--- config.mk ---
export PLATFORM = sky130hd
export DESIGN_NAME = commit_trace_buffer
export DESIGN_NICKNAME = d
export VERILOG_FILES = /design/src/rtl/commit_trace_buffer.sv
export SDC_FILE = /design/constraint.sdc
export NUM_CORES = 2
export LEC_CHECK = 0
export ABC_AREA = 1
export ABC_CLOCK_PERIOD_IN_PS = 6400
export CAP_MARGIN = 20
export CORE_MARGIN = 3
export CORE_UTILIZATION = 30
export CTS_CLUSTER_SIZE = 16
export DETAILED_ROUTE_END_ITERATION = 10
export REMOVE_ABC_BUFFERS = 1
export SLEW_MARGIN = 20
export SYNTH_ARGS = -nofsm -noshare
export SYNTH_HDL_FRONTEND = slang
export SYNTH_SLANG_ARGS = --single-unit
--- constraint.sdc ---
create_clock -name clk -period 6.4 [get_ports clk]
set_clock_uncertainty 0.15 [all_clocks]
set_input_delay 0.96 -clock clk [delete_from_list [all_inputs] [get_ports clk]]
set_output_delay 0.96 -clock clk [all_outputs]
set_load 0.01 [all_outputs]
--- src/rtl/commit_trace_buffer.sv ---
// Commit-trace capture unit: circular history of retired instructions, frozen after a
// PC-match/external trigger and drained oldest-first. Optional macro: TRACE_CYCLE_STAMP_EN.
module commit_trace_buffer #(
  parameter int XLEN      = 32,
  parameter int DEPTH     = 16,
  parameter int POST_TRIG = 8
) (
  input  logic                       clk,
  input  logic                       reset,
  input  logic                       commit_valid,
  input  logic [XLEN-1:0]            commit_pc,
  input  logic [XLEN-1:0]            commit_pc_next,
  input  logic [31:0]                commit_instr,
  input  logic                       commit_regwrite,
  input  logic                       commit_memwrite,
  input  logic                       commit_branch,
  input  logic                       commit_jump,
  input  logic [4:0]                 commit_rd,
  input  logic [XLEN-1:0]            commit_result,
  input  logic [XLEN-1:0]            commit_mem_addr,
  input  logic                       arm,
  input  logic                       trig_pc_en,
  input  logic [XLEN-1:0]            trig_pc,
  input  logic                       trig_ext,
  output logic                       out_valid,
  input  logic                       out_ready,
  output logic [XLEN-1:0]            out_pc,
  output logic [31:0]                out_instr,
  output logic [XLEN-1:0]            out_data,
  output logic [3:0]                 out_flags,
  output logic [15:0]                out_cycle,
  output logic                       armed,
  output logic                       triggered,
  output logic                       done,
  output logic [$clog2(DEPTH):0]     count,
  output logic                       wrapped
);

  localparam int PTR_W = $clog2(DEPTH);
  localparam int CNT_W = PTR_W + 1;
  localparam logic [CNT_W-1:0] FULL      = CNT_W'(DEPTH);
  localparam logic [PTR_W-1:0] POST_LAST = PTR_W'((POST_TRIG == 0) ? 0 : POST_TRIG - 1);

  typedef enum logic [1:0] {
    S_IDLE,
    S_ARMED,
    S_POST,
    S_DONE
  } state_e;

  typedef struct packed {
    logic [XLEN-1:0] pc;
    logic [31:0]     instr;
    logic [XLEN-1:0] data;
    logic [3:0]      flags;   // {jump, branch_taken, memwrite, regwrite}
  } entry_t;

  state_e             state_q, state_d;
  logic [PTR_W-1:0]   wr_ptr_q, wr_ptr_d;
  logic [PTR_W-1:0]   rd_ptr_q, rd_ptr_d;
  logic [PTR_W-1:0]   post_cnt_q, post_cnt_d;
  logic [CNT_W-1:0]   count_q, count_d;
  logic               wrapped_q, wrapped_d;
  logic               armed_q, armed_d;
  logic               triggered_q, triggered_d;
  logic               done_q, done_d;
  logic               out_valid_q, out_valid_d;
  entry_t             out_q, out_d;

  entry_t             mem_q [DEPTH];
  entry_t             wr_entry;
  logic               wr_en;
  logic               trig_hit;
  logic               rw_flag;
  logic               br_taken;
  logic               enter_done;
  logic               load_out;

`ifdef TRACE_CYCLE_STAMP_EN
  logic [15:0]        cycle_q, cycle_d;
  logic [15:0]        stamp_q [DEPTH];
  logic [15:0]        out_cycle_q, out_cycle_d;
`endif

  // Entry formatting from the retiring instruction.
  always_comb begin
    // NOTE: every always_comb output gets a default first so no path can infer a latch.
    rw_flag  = commit_regwrite && (commit_rd != 5'd0);
    br_taken = commit_branch && (commit_pc_next != commit_pc + XLEN'(4));
    wr_entry = '0;
    wr_entry.pc    = commit_pc;
    wr_entry.instr = commit_instr;
    wr_entry.flags = {commit_jump, br_taken, commit_memwrite, rw_flag};
    if (rw_flag)              wr_entry.data = commit_result;
    else if (commit_memwrite) wr_entry.data = commit_mem_addr;
    else                      wr_entry.data = commit_pc_next;
  end

  assign trig_hit = commit_valid && ((trig_pc_en && (commit_pc == trig_pc)) || trig_ext);

  always_comb begin
    state_d     = state_q;
    wr_ptr_d    = wr_ptr_q;
    rd_ptr_d    = rd_ptr_q;
    post_cnt_d  = post_cnt_q;
    count_d     = count_q;
    wrapped_d   = wrapped_q;
    out_valid_d = out_valid_q;
    out_d       = out_q;
    wr_en       = 1'b0;
    enter_done  = 1'b0;
    load_out    = 1'b0;

    unique case (state_q)
      S_IDLE: begin
        if (arm) begin
          wr_ptr_d   = '0;
          count_d    = '0;
          wrapped_d  = 1'b0;
          post_cnt_d = '0;
          state_d    = S_ARMED;
        end
      end

      S_ARMED, S_POST: begin
        if (commit_valid) begin
          wr_en    = 1'b1;
          wr_ptr_d = wr_ptr_q + PTR_W'(1);
          if (count_q == FULL) wrapped_d = 1'b1;
          else                 count_d   = count_q + CNT_W'(1);

          if (state_q == S_ARMED) begin
            if (trig_hit) begin
              if (POST_TRIG == 0) enter_done = 1'b1;
              else begin
                state_d    = S_POST;
                post_cnt_d = '0;
              end
            end
          end else if (post_cnt_q == POST_LAST) begin
            enter_done = 1'b1;
          end else begin
            post_cnt_d = post_cnt_q + PTR_W'(1);
          end
        end

        // Oldest surviving entry sits count slots behind the write pointer.
        if (enter_done) begin
          state_d  = S_DONE;
          rd_ptr_d = wr_ptr_d - PTR_W'(count_d);
        end
      end

      S_DONE: begin
        if (!out_valid_q) begin
          if (count_q != '0) load_out = 1'b1;
          else               state_d  = S_IDLE;
        end else if (out_ready) begin
          count_d = count_q - CNT_W'(1);
          if (count_q == CNT_W'(1)) begin
            out_valid_d = 1'b0;
            state_d     = S_IDLE;
          end else begin
            load_out = 1'b1;
          end
        end

        if (load_out) begin
          out_valid_d = 1'b1;
          out_d       = mem_q[rd_ptr_q];
          rd_ptr_d    = rd_ptr_q + PTR_W'(1);
        end
      end

      default: state_d = S_IDLE;
    endcase

    armed_d     = (state_d == S_ARMED);
    triggered_d = (state_d == S_POST) || (state_d == S_DONE);
    done_d      = (state_d == S_DONE);
  end

  always_ff @(posedge clk) begin
    // NOTE: sequential state uses non-blocking assignments so all flops update together.
    if (reset) begin
      state_q     <= S_IDLE;
      wr_ptr_q    <= '0;
      rd_ptr_q    <= '0;
      post_cnt_q  <= '0;
      count_q     <= '0;
      wrapped_q   <= 1'b0;
      armed_q     <= 1'b0;
      triggered_q <= 1'b0;
      done_q      <= 1'b0;
      out_valid_q <= 1'b0;
      out_q       <= '0;
    end else begin
      state_q     <= state_d;
      wr_ptr_q    <= wr_ptr_d;
      rd_ptr_q    <= rd_ptr_d;
      post_cnt_q  <= post_cnt_d;
      count_q     <= count_d;
      wrapped_q   <= wrapped_d;
      armed_q     <= armed_d;
      triggered_q <= triggered_d;
      done_q      <= done_d;
      out_valid_q <= out_valid_d;
      out_q       <= out_d;
    end
  end

  // NOTE: trace storage is not reset; count gates which entries are ever read.
  always_ff @(posedge clk) begin
    if (wr_en) mem_q[wr_ptr_q] <= wr_entry;
  end

`ifdef TRACE_CYCLE_STAMP_EN
  always_comb begin
    cycle_d     = cycle_q + 16'd1;
    out_cycle_d = out_cycle_q;
    if (load_out) out_cycle_d = stamp_q[rd_ptr_q];
  end

  always_ff @(posedge clk) begin
    if (reset) begin
      cycle_q     <= '0;
      out_cycle_q <= '0;
    end else begin
      cycle_q     <= cycle_d;
      out_cycle_q <= out_cycle_d;
    end
  end

  always_ff @(posedge clk) begin
    if (wr_en) stamp_q[wr_ptr_q] <= cycle_q;
  end

  assign out_cycle = out_cycle_q;
`else
  assign out_cycle = 16'd0;
`endif

  assign out_valid = out_valid_q;
  assign out_pc    = out_q.pc;
  assign out_instr = out_q.instr;
  assign out_data  = out_q.data;
  assign out_flags = out_q.flags;
  assign armed     = armed_q;
  assign triggered = triggered_q;
  assign done      = done_q;
  assign count     = count_q;
  assign wrapped   = wrapped_q;

endmodule

==> results.md <==
* Height of the chip at 486 µm
* Adder-cell share of the synthesized area at 0.336%
* Clock sinks at 1724
* CTS tree: built
* Final core utilization at 35.9%
* DRT iter0 DRCs at approximately 5000
* # resized after CTS at 0
* Simple-gate share of the synthesized area at 7.64%
* Starting density of the core at 30.3%
* Largest area contributor in the netlist: edfxtp_1
* Setup slack at placement at 2.02 ns
* Fin crit share at 57.5%
* DRT Pass-1 Iters at 6
* Max IR drop VDD at 211 µV
* #FFs+latches synth at 1724
* Post-Syn Instances at 5533
* Critical Path AT at 4.30 ns
* Largest net degree at the start of global routing at between 150 and 200
* Pins Over Slew Limit at 0
* Final setup margin at 2.72 ns
* Cells along the critical path: inv_8 -> buf_4 -> o21ai_0 -> o22ai_1 -> nor2_1 -> o32ai_1 -> o21ai_1 -> inv_1
* Residual DRC count at 0
* Avg Cell Area, Syn at 12.5 µm²
* Final-report hold violation count at 0
* Synth cell types at 48
* Root Driver: clkbuf_16
* Total power at around 26 mW
* Setup CP Type: flip-flop to flip-flop
* Setup bufs post-CTS at 0
* Final ANT Viol Nets at 0
* Worst EP required at approximately 7.0 ns
* Synth Warn # at 0
* Unrepaired setup endpoints after global routing: false
* Slowest-stage cell, CP: o32ai_1
* Total number of vias at 46107
* Total GRT Usage at 18.0%
* CP endpoint kind: flip-flop
* P&R area growth vs syn at 18.5%
* Lkg Pwr at 27.3 nW
* PwrDens at around 320 mW/mm²
* Count leader, synth: edfxtp_1
* Post-synth top cells: 1600 x edfxtp_1, 748 x nor2_1, 649 x o21ai_0, 409 x a21oi_1, 409 x nand2_1
* Share of the synthesized area in the top cell type at 69.4%
* DR WL/cell at 24.5 µm
* Clk slew on worst S/H paths at 0.06 ns
* Post-Route WL at 219000 µm
* Worst setup SP type: flip-flop
* Initial antenna violation count at 27
* Worst rel slew slack at 23.9%
* Hold-fix buffers, CTS at 0
* MaxCap Viol Count at 0
* CTS H-tree depth at 4
* Outcome: complete, no violations
* Compound-gate portion of the synthesized area at 13.8%
* Ports at roughly 330
* Actual slew at the worst max-slew pin at 1.14 ns
* Clock buffer depth at 3
* Area contributors post-synth: edfxtp_1 69%, o21ai_0 4.7%, nor2_1 4.1%
* Clock Latency Late Sink at roughly 0.82 ns
* Port Buffers at approximately 320
* First-pass GRT wire length at 314000 µm
* Vias in the first global route at approximately 44000
* Share of cells above drive strength 1 at under 10%
* Fmax achieved at 272 MHz
* HP Class: flip-flop to flip-flop
* Post-synth top flop: edfxtp_1
* Nets at ~6000
* Post-synthesis sequential area ratio at 73.0%
* Critical Path Fanout Max at 102
* Delay-heaviest family, CP: buffers and inverters
* Fillers at 21909
* HPWL Detailed at ~120000 µm
* Rows at 175
* Setup slack, reg-to-reg at 2.72 ns
* DIE AREA at 0.237 mm²
* Setup_tns at 0 ns
* Vias per cell at 5.15
* Min cycle time layout at 3.68 ns
* Xor/xnor share of the synthesized area at 0.784%
* Final Setup Violations at 0
* Placer Congestion at 0.836
* Floorplan die width at just under 500 µm
* GR Overflow Total at 0
* Mux cell area share after synthesis at 0%
* CP bufs+invs at 3
* Total CTS buffers at between 150 and 200
* Netlist Area Pre-Place at 0.0692 mm²
* Largest family of logic cells by synthesized area: compound AO/OA/AOI/OAI gates
* Critical Path Max Stage Delay at 0.77 ns
* Placed instance count at about 8600
* Core area at 0.228 mm²
* Ys async rst share at 0%
* Post-Layout Cell Count at 8956
* Number of flops mapped to enable cells by yosys at 1600
[layer usage]
metal / vias to the layer above / part of all wire [%] / GRT usage [%]
met1: 23164 / 42 / 23.5
met3: 359 / 6.5 / 3.02
li1: 20795 / - / -
met2: 1781 / 48 / 29.7
met4: 8 / 3.8 / 7.47
met5: - / 0.031 / 0
[kinds of logic (layout without fill, tap and decap cells)]
kind of cell,Yosys count,in the layout
and+or+nand+nor,1317,1317
xor gates and xnor gates,62,62
AOI/OAI and AO/OA,1694,1694
buffers and inverters,717,1104
DFF,1724,1724
other,1,28
adders and majority gates,18,18
[power breakdown]
| group | switching, mW | internal [mW] | leakage (nW) |
|---|---|---|---|
| clock network | 4.53 | 6.33 | 3.03 |
| registers | 0.0739 | 12.4 | 15.4 |
| logic | 1.83 | 0.773 | 8.90 |
| total | 6.43 | 19.5 | 27.3 |
[registers in the layout (all words and copies together), names as in the netlist]
name and count:
out_data 32, out_pc 32, mem_q 1600, wrapped 1, triggered 1, out_valid 1, rd_ptr_q 4, out_flags 4
armed 1, count 5, state_q 2, post_cnt_q 4, done 1, out_instr 32, wr_ptr_q 4
[worst register-to-register path: cells and delay by family, from the launching register on]
kind	cells	cell delay [ns]
flops	1	0.57
compound gates	4	1.34
simple gates	1	0.06
buf+inv	3	1.54
[cells in the final DEF, fill, tap and decap left out, types with 11 or more instances in the layout]
cell type        instances
o21ai_0                643
inv_1                  323
o22ai_1                281
a21oi_1                409
nand4_1                 13
edfxtp_1              1600
buf_12                  26
xor2_1                  36
xnor2_1                 26
nor2_1                 732
nor2_4                  23
buf_4                   88
clkdlybuf4s50_1        315
ha_1                    17
o211ai_1                14
conb_1                  16
o32ai_1                 11
dfxtp_1                120
diode_2                 12
clkbuf_16              185
clkinv_1                26
clkbuf_8                20
bufinv_16               18
o21ai_1                157
nand2_1                409
clkbuf_1                37
nand3_1                 35
o221ai_1               165
clkinv_2                30
nor3_1                  75
[final timing paths]
path | cells past startpoint | to | from
setup reg to reg | 8 | out_data[11] | rd_ptr_q[0]
setup / recovery | 8 | out_data[11] | rd_ptr_q[0]
hold / removal | 2 | post_cnt_q[3] | post_cnt_q[3]
hold reg to reg | 2 | post_cnt_q[3] | post_cnt_q[3]
[final cells by class]
cell class	instances	area (µm²)	share of cell area, %
clock inverters	99	1190	1.45
well taps	3009	3760	4.59
repair buffers	430	4350	5.30
multi-input cells	3107	15800	19.3
inverters	333	1280	1.56
diodes	12	30.0	0.0366
flip-flops and latches	1724	50500	61.6
clock buffers	242	5040	6.15
[through the flow]
stage / instance area [µm²] / hold WS, ns
2_1_floorplan: 67500 / 0.302
3_3_place_gp: 75700 / 0.319
3_5_place_dp: 75800 / 0.336
4_1_cts: 82000 / 0.346
5_1_grt: 82000 / 0.373
6_report: 82000 / 0.347
(Power assumes the default switching activity.)
